==> src/rtl/led_bank_pwm_pkg.sv <==
// Shared register map and reset constants for the memory-mapped LED bank.
package led_pkg;

  localparam logic [2:0] LED_OFF_DATA      = 3'd0;
  localparam logic [2:0] LED_OFF_SET       = 3'd1;
  localparam logic [2:0] LED_OFF_CLR       = 3'd2;
  localparam logic [2:0] LED_OFF_TGL       = 3'd3;
  localparam logic [2:0] LED_OFF_BLINK_EN  = 3'd4;
  localparam logic [2:0] LED_OFF_BLINK_DIV = 3'd5;
  localparam logic [2:0] LED_OFF_PWM_DUTY  = 3'd6;
  localparam logic [2:0] LED_OFF_STATUS    = 3'd7;

  localparam int LED_STAT_PHASE  = 0;
  localparam int LED_STAT_PWM_ON = 1;

  // Full brightness out of reset; callers take the low PWM_W bits.
  localparam logic [15:0] LED_PWM_DUTY_RST = 16'hFFFF;

endpackage

==> src/rtl/led_blink_prescaler.sv <==
// Blink phase generator: half-period of reload_i+1 cycles, restartable by load_i.
module led_blink_prescaler #(
  parameter int W = 24
) (
  input  logic         clk_i,
  input  logic         rst_i,
  input  logic [W-1:0] reload_i,
  input  logic         load_i,
  input  logic [W-1:0] load_val_i,
  output logic         phase_o
);

  logic [W-1:0] cnt_q, cnt_d;
  logic         phase_q, phase_d;

  // A load wins over the terminal-count reload so a new divisor restarts cleanly.
  always_comb begin
    cnt_d   = cnt_q - W'(1);
    phase_d = phase_q;
    if (load_i) begin
      cnt_d   = load_val_i;
      phase_d = 1'b1;
    end else if (cnt_q == '0) begin
      cnt_d   = reload_i;
      phase_d = ~phase_q;
    end
  end

  always_ff @(posedge clk_i or posedge rst_i) begin
    if (rst_i) begin
      cnt_q   <= '0;
      phase_q <= 1'b1;
    end else begin
      cnt_q   <= cnt_d;
      phase_q <= phase_d;
    end
  end

  assign phase_o = phase_q;

endmodule

==> src/rtl/led_bank_pwm.sv <==
// LED output bank: DATA/SET/CLR/TGL register file, per-LED blink and global PWM dimming.
module led_bank_pwm
  import led_pkg::*;
#(
  parameter int NUM_LEDS    = 16,
  parameter int BLINK_DIV_W = 24,
  parameter int PWM_W       = 8
) (
  input  logic                led_clk,
  input  logic                led_rst,
  input  logic [31:0]         led_addr,
  input  logic                led_we,
  input  logic [31:0]         led_raw_wdata,
  output logic [31:0]         led_rdata,
  output logic [NUM_LEDS-1:0] led_wdata
);

  localparam logic [PWM_W-1:0] DUTY_RST = LED_PWM_DUTY_RST[PWM_W-1:0];

  logic [2:0]             off;
  logic [NUM_LEDS-1:0]    wd_led;
  logic [NUM_LEDS-1:0]    data_q, data_d;
  logic [NUM_LEDS-1:0]    blink_en_q, blink_en_d;
  logic [BLINK_DIV_W-1:0] blink_div_q, blink_div_d;
  logic [PWM_W-1:0]       pwm_duty_q, pwm_duty_d;
  logic [PWM_W-1:0]       pwm_cnt_q;
  logic [NUM_LEDS-1:0]    led_q, led_d;
  logic                   div_load;
  logic                   blink_phase;
  logic                   pwm_on;
  logic                   unused_addr, unused_wdata;

  assign off          = led_addr[4:2];
  assign wd_led       = led_raw_wdata[NUM_LEDS-1:0];
  assign div_load     = led_we && (off == LED_OFF_BLINK_DIV);
  assign unused_addr  = ^led_addr;
  assign unused_wdata = ^led_raw_wdata;

  always_comb begin
    data_d      = data_q;
    blink_en_d  = blink_en_q;
    blink_div_d = blink_div_q;
    pwm_duty_d  = pwm_duty_q;
    if (led_we) begin
      unique case (off)
        LED_OFF_DATA:      data_d      = wd_led;
        LED_OFF_SET:       data_d      = data_q | wd_led;
        LED_OFF_CLR:       data_d      = data_q & ~wd_led;
        LED_OFF_TGL:       data_d      = data_q ^ wd_led;
        LED_OFF_BLINK_EN:  blink_en_d  = wd_led;
        LED_OFF_BLINK_DIV: blink_div_d = led_raw_wdata[BLINK_DIV_W-1:0];
        LED_OFF_PWM_DUTY:  pwm_duty_d  = led_raw_wdata[PWM_W-1:0];
        default: ;
      endcase
    end
  end

  led_blink_prescaler #(.W(BLINK_DIV_W)) u_blink (
    .clk_i      (led_clk),
    .rst_i      (led_rst),
    .reload_i   (blink_div_q),
    .load_i     (div_load),
    .load_val_i (led_raw_wdata[BLINK_DIV_W-1:0]),
    .phase_o    (blink_phase)
  );

  // All-ones duty is forced on so full brightness has no dark cycle at wrap.
  assign pwm_on = (pwm_duty_q == {PWM_W{1'b1}}) || (pwm_cnt_q < pwm_duty_q);

  assign led_d = data_q & ~(blink_en_q & ~{NUM_LEDS{blink_phase}}) & {NUM_LEDS{pwm_on}};

  always_ff @(posedge led_clk or posedge led_rst) begin
    if (led_rst) begin
      data_q      <= '0;
      blink_en_q  <= '0;
      blink_div_q <= '0;
      pwm_duty_q  <= DUTY_RST;
      pwm_cnt_q   <= '0;
      led_q       <= '0;
    end else begin
      data_q      <= data_d;
      blink_en_q  <= blink_en_d;
      blink_div_q <= blink_div_d;
      pwm_duty_q  <= pwm_duty_d;
      pwm_cnt_q   <= pwm_cnt_q + PWM_W'(1);
      led_q       <= led_d;
    end
  end

  assign led_wdata = led_q;

  always_comb begin
    led_rdata = '0;
    unique case (off)
      LED_OFF_DATA, LED_OFF_SET,
      LED_OFF_CLR, LED_OFF_TGL: led_rdata[NUM_LEDS-1:0]    = data_q;
      LED_OFF_BLINK_EN:         led_rdata[NUM_LEDS-1:0]    = blink_en_q;
      LED_OFF_BLINK_DIV:        led_rdata[BLINK_DIV_W-1:0] = blink_div_q;
      LED_OFF_PWM_DUTY:         led_rdata[PWM_W-1:0]       = pwm_duty_q;
      LED_OFF_STATUS: begin
        led_rdata[LED_STAT_PHASE]  = blink_phase;
        led_rdata[LED_STAT_PWM_ON] = pwm_on;
      end
      default: ;
    endcase
  end

endmodule
==> config.mk <==
export PLATFORM = sky130hd
export DESIGN_NAME = led_bank_pwm
export DESIGN_NICKNAME = d
export VERILOG_FILES = /design/src/rtl/led_bank_pwm_pkg.sv /design/src/rtl/led_blink_prescaler.sv /design/src/rtl/led_bank_pwm.sv
export SDC_FILE = /design/constraint.sdc
export NUM_CORES = 1
export LEC_CHECK = 0
export ABC_AREA = 1
export BUFFER_PORTS_ARGS = -buffer_cell sky130_fd_sc_hd__clkbuf_2
export CORE_ASPECT_RATIO = 2
export CORE_UTILIZATION = 45
export DETAILED_ROUTE_END_ITERATION = 10
export PLACE_DENSITY = 0.66
export RECOVER_POWER = 25
export SLEW_MARGIN = 5
export SYNTH_ARGS = -nofsm -noshare
export SYNTH_HDL_FRONTEND = slang
export SYNTH_SLANG_ARGS = --single-unit
export TNS_END_PERCENT = 10
==> constraint.sdc <==
create_clock -name led_clk -period 4.3 [get_ports led_clk]
set_input_delay 0.43 -clock led_clk [delete_from_list [all_inputs] [get_ports led_clk]]
set_output_delay 0.43 -clock led_clk [all_outputs]
set_load 0.03 [all_outputs]
==> results <==
- Setup violations remaining at the end of the flow were counted as 0.
- Synthesis produced a netlist whose cell count is 860.
- The floorplan die area is between 0.015 and 0.02 mm^2.
- 0 antenna diodes ended up in the layout.
- The post-synthesis to final-layout area growth is 15.3%.
- The power density over cell area is ~520 mW/mm^2.
- In this run the cell area measured after placement is between 0.007 and 0.008 mm^2.
- The longest individual stage delay on the worst path is 1.37 ns.
- The mapped netlist covers 0.00679 mm^2.
- The compound-gate portion of the synthesized area is ~13%.
- The data required time at the worst endpoint is about 4.6 ns.
- Once placement completed, the tool counted placed cells totaling approximately 1100.
- The final design area excluding fillers is roughly 0.008 mm^2.
- At the end of routability-driven placement, the weighted congestion stood at 0.936.
- The worst-case IR drop observed on VDD is between 0.0002 and 0.0003 V.
- The buffer and inverter count on the worst path is 3.
- The total overflow left after global routing is 0.
- The source-to-sink clock delay at the later pin of the worst-skew pair is approximately 0.42 ns.
- Buffers inserted to repair hold after CTS numbered 0.
- The initial antenna violation count is 0.
- Counting the fill cells in the layout gives roughly 1500.
- Summing the sequential cell areas from Yosys gives 41.8% of the chip area.
- The synthesized area per cell is 7.89 um^2.
- For this run, the number of Yosys warnings is 0.
- After detailed routing, the average wire length per cell comes to between 15 and 20 um.
- The sequential cell area in the final layout is roughly 0.0028 mm^2.
- The final layout contains routed wiring with a total length of 18300 um.
- TritonCTS built the clock tree.
- Traced cell by cell, the critical path runs through clkbuf_2 -> clkinvlp_2 -> clkbuf_1.
- On the final layout, the worst clock skew is 0.00711 ns.
- The startpoint identified for the worst register-to-register timing path is pwm_duty_q[5].
- The remaining max-slew budget at the tightest pin is -65.5%.
- The first-pass GRT wire length is ~30000 um.
- The clock transition at the register clock pins on the worst setup and hold paths after CTS is roughly 0.050 ns.
- The H-tree was split into 4 levels.
- For the finished layout, the period the worst path requires is 2.89 ns.
- The fraction of the core area covered by cells at the end of the flow is 53.1%.
- The count of port buffers added during placement is a little under 70.
- From bottom edge to top edge, the die measures between 150 and 200 um.
- The design draws 4.08 mW.
- The number of distinct library cells after synthesis is 41.
- The endpoint of the most critical register-to-register path is led_wdata[15].
- The starting density of the core is between 40 and 50%.
- The number of sinks driven by the clock tree is around 110.
- The slowest stage of the critical path belongs to the cell sky130_fd_sc_hd__clkinvlp_2.
- The share of layout cells above drive strength 1 is roughly 16%.
- Entering global routing, the biggest net connects 62 pins.
- Setup slack on the worst reg-to-reg path comes out at about 2.2 ns.
- Dividing the final minimum period by the clock period gives roughly two thirds.
- The max-cap check violation count is 2.
- Across all layers, the routed design uses just under 6000 vias.
- The endpoint with the worst hold slack is u_blink.cnt_q[20].
- Of the total synthesized cell area, the portion taken by full adders, half adders and majority gates is just under 8%.
- The flow ran to the end, but the final reports show violations.
- The category of the critical setup timing path is in -> async.
- Summed over all nets, the half-perimeter wirelength after detailed placement is about 13000 um.
- The number of cells on the worst reg-to-reg path is 9.
- The number of DRC violations after detailed routing is 0.
- The floorplan row count is 63.
- The startpoint identified for the worst hold timing path is led_raw_wdata[20].
- Summed over all failing endpoints, the final setup total negative slack is 0 ns.
- The initial DRC count is approximately 340.
- The classification of the worst-slack hold path is in -> reg.
- The fraction of synthesized area in multiplexers is 0%.
- Summing the areas of all xor and xnor instances in the mapped netlist gives about 1.5% of the synthesized area.
- The total area of multi-input combinational cells is roughly 0.0033 mm^2.
- The max-slew violation total from the final report is 87.
- The simple-gate share of the synthesized area is approximately a quarter.
- The area of the core region is 0.0147 mm^2.
- Synthesis inferred 113 register bits.
- Once layout is complete, the cells apart from fillers number approximately 1100.
- Setup repair after global routing left no endpoint under its margin.
- Once detail routing completed, the nets flagged for antenna violations numbered 0.
- The hold-critical path depth is 3.
- The buffer cell driving the clock tree root is sky130_fd_sc_hd__clkbuf_16.
- After clock tree synthesis, the repair step resized 0 gates.
- Using the TritonRoute via totals, the vias-per-cell ratio works out to between 5 and 6.
- The kind of cell adding the most delay to the critical path is buffers and inverters.
- Global routing used 25.5% of the available tracks across all layers.
- The first TritonRoute pass finished after 5 iterations.
- The largest family of logic cells by synthesized area is simple AND/OR/NAND/NOR gates.
- The highest net fanout along the worst path is 56.
- The analysis attributes to cell leakage a power of around 3.9 nW.
- The top-level port count is between 100 and 150.
- STA puts the critical path data arrival time at roughly 3.1 ns.
- In this run the deepest clock path goes through 2 buffers.
- The nature of the critical path endpoint is an asynchronous set/reset pin.
- In this run, CTS created clock tree buffers numbering 17.
- The checks that failed: capacitance limit, slew limit.
- At the pin with the least slew margin, the transition time is around 2.5 ns.
- The element type at the critical path start is an input port.
- The hold violation count in the final report is 0.
- The floorplan step set the die width to between 80 and 90 um.
- The upper clock frequency limit is 0.346 GHz.
- Post-CTS timing repair inserted 0 buffers for setup.
- The total number of nets in the final design is 1030.
- The via count of the first global-routing pass is roughly 6000.
-- per-layer routing --
layer / wire length [um] / track usage, %
met1: 6720 / 27.5
met4: 1200 / 17.9
met3: 758 / 5.03
met5: 0 / 0
met2: 9570 / 43.5
-- final cells by class --
cell class              instances  share of cell area (%)
clock inverters                15                    3.04
clock buffers                  17                    5.44
repair buffers                 71                    4.56
multi-input cells             620                    42.7
well taps                     195                    3.12
inverters                      98                    4.88
flip-flops and latches        113                    36.3
-- worst max-delay path by stage --
stage	start	endpoint	slack [ns]	cells after the start
2_1_floorplan	led_rst	blink_div_q[0]	0.90	1
3_3_place_gp	led_addr[4]	led_rdata[0]	1.69	6
3_5_place_dp	led_addr[4]	led_rdata[0]	1.71	6
4_1_cts	pwm_duty_q[5]	led_rdata[1]	1.59	10
5_1_grt	led_rst	pwm_cnt_q[4]	0.80	3
6_report	led_rst	pwm_cnt_q[2]	1.41	3
-- cells in the final DEF (no fill, tap or decap), types with 10 or more instances in the layout --
master                        n
sky130_fd_sc_hd__ha_1        42
sky130_fd_sc_hd__dfrtp_1    104
sky130_fd_sc_hd__o21ai_1     16
sky130_fd_sc_hd__o21ai_0     50
sky130_fd_sc_hd__nand3_1     31
sky130_fd_sc_hd__nand2_1    279
sky130_fd_sc_hd__clkbuf_16   17
sky130_fd_sc_hd__a21oi_1     20
sky130_fd_sc_hd__inv_1       92
sky130_fd_sc_hd__nor2_1      68
sky130_fd_sc_hd__o2111ai_1   20
sky130_fd_sc_hd__nand4_1     10
sky130_fd_sc_hd__o21ai_2     16
sky130_fd_sc_hd__clkbuf_2    69
-- worst register-to-register path: stages, from the launching register on --
cell	delay (ns)
sky130_fd_sc_hd__dfstp_2	0.53
sky130_fd_sc_hd__inv_1	0.09
sky130_fd_sc_hd__ha_1	0.33
sky130_fd_sc_hd__a21oi_1	0.15
sky130_fd_sc_hd__nor2_1	0.06
sky130_fd_sc_hd__nor3_1	0.14
sky130_fd_sc_hd__nand2_1	0.08
sky130_fd_sc_hd__nand2_1	0.08
sky130_fd_sc_hd__inv_1	0.31
sky130_fd_sc_hd__nor2_1	0.28
-- kinds of logic after synthesis --
| family | after synthesis |
|---|---|
| AOI/OAI and AO/OA | 138 |
| xor gates and xnor gates | 12 |
| adders and majority gates | 42 |
| buffers and inverters | 134 |
| DFF | 113 |
| other | 1 |
| and+or+nand+nor | 420 |
-- synth_stat cells --
library cell | number | area (um^2)
sky130_fd_sc_hd__buf_1 | 1 | 3.75
sky130_fd_sc_hd__nor4_1 | 2 | 12.5
sky130_fd_sc_hd__nor3_1 | 4 | 20.0
sky130_fd_sc_hd__nand4_1 | 10 | 62.6
sky130_fd_sc_hd__nand2_4 | 2 | 22.5
sky130_fd_sc_hd__inv_2 | 2 | 7.51
sky130_fd_sc_hd__o2111ai_1 | 20 | 175
sky130_fd_sc_hd__dfstp_2 | 9 | 236
sky130_fd_sc_hd__clkbuf_2 | 2 | 10.0
sky130_fd_sc_hd__nor2_1 | 68 | 255
sky130_fd_sc_hd__nand3_1 | 31 | 155
sky130_fd_sc_hd__inv_4 | 1 | 6.26
sky130_fd_sc_hd__o21ai_2 | 16 | 140
sky130_fd_sc_hd__buf_4 | 13 | 97.6
sky130_fd_sc_hd__conb_1 | 1 | 3.75
sky130_fd_sc_hd__o211ai_2 | 1 | 12.5
sky130_fd_sc_hd__a21oi_1 | 20 | 100
sky130_fd_sc_hd__inv_1 | 93 | 349
sky130_fd_sc_hd__inv_6 | 2 | 17.5
sky130_fd_sc_hd__o221ai_1 | 9 | 78.8
sky130_fd_sc_hd__buf_8 | 1 | 15.0
sky130_fd_sc_hd__ha_1 | 42 | 526
sky130_fd_sc_hd__o21ai_1 | 16 | 80.1
sky130_fd_sc_hd__nand2_2 | 4 | 25.0
sky130_fd_sc_hd__xnor2_1 | 6 | 52.6
sky130_fd_sc_hd__nand3b_1 | 6 | 45.0
sky130_fd_sc_hd__dfrtp_1 | 104 | 2600
sky130_fd_sc_hd__buf_6 | 6 | 67.6
sky130_fd_sc_hd__nand3_4 | 2 | 35.0
sky130_fd_sc_hd__nand2_1 | 279 | 1050
sky130_fd_sc_hd__xor2_1 | 6 | 52.6
sky130_fd_sc_hd__clkbuf_1 | 4 | 15.0
sky130_fd_sc_hd__o21ai_0 | 50 | 250
sky130_fd_sc_hd__nand2_8 | 1 | 20.0
sky130_fd_sc_hd__o211ai_1 | 1 | 7.51
sky130_fd_sc_hd__nor2_2 | 6 | 37.5
sky130_fd_sc_hd__o22ai_1 | 4 | 25.0
sky130_fd_sc_hd__nor2_4 | 3 | 33.8
sky130_fd_sc_hd__nor3_4 | 2 | 32.5
sky130_fd_sc_hd__buf_2 | 9 | 45.0
sky130_fd_sc_hd__a211oi_1 | 1 | 7.51
-- power by group --
part	internal [mW]	switching (mW)	total [mW]
sequential	1.31	0.168	1.47
clock	1.08	0.510	1.59
combinational	0.318	0.696	1.01
-- per-stage QoR --
| stage | hold slack [ns] | worst slack, ns |
|---|---|---|
| floorplan | 0.437 | 0.898 |
| global route | 0.239 | 0.805 |
| global placement | 0.455 | 1.69 |
| finish | 0.234 | 1.41 |
| detailed placement | 0.468 | 1.71 |
| CTS | 0.130 | 1.59 |
-- registers in the layout, indices dropped and copies added (netlist names) --
name	cells
led_wdata	16
u_blink.phase_o	1
pwm_duty_q	8
data_q	16
blink_div_q	24
u_blink.cnt_q	24
blink_en_q	16
pwm_cnt_q	8
(Power assumes the default switching activity.)
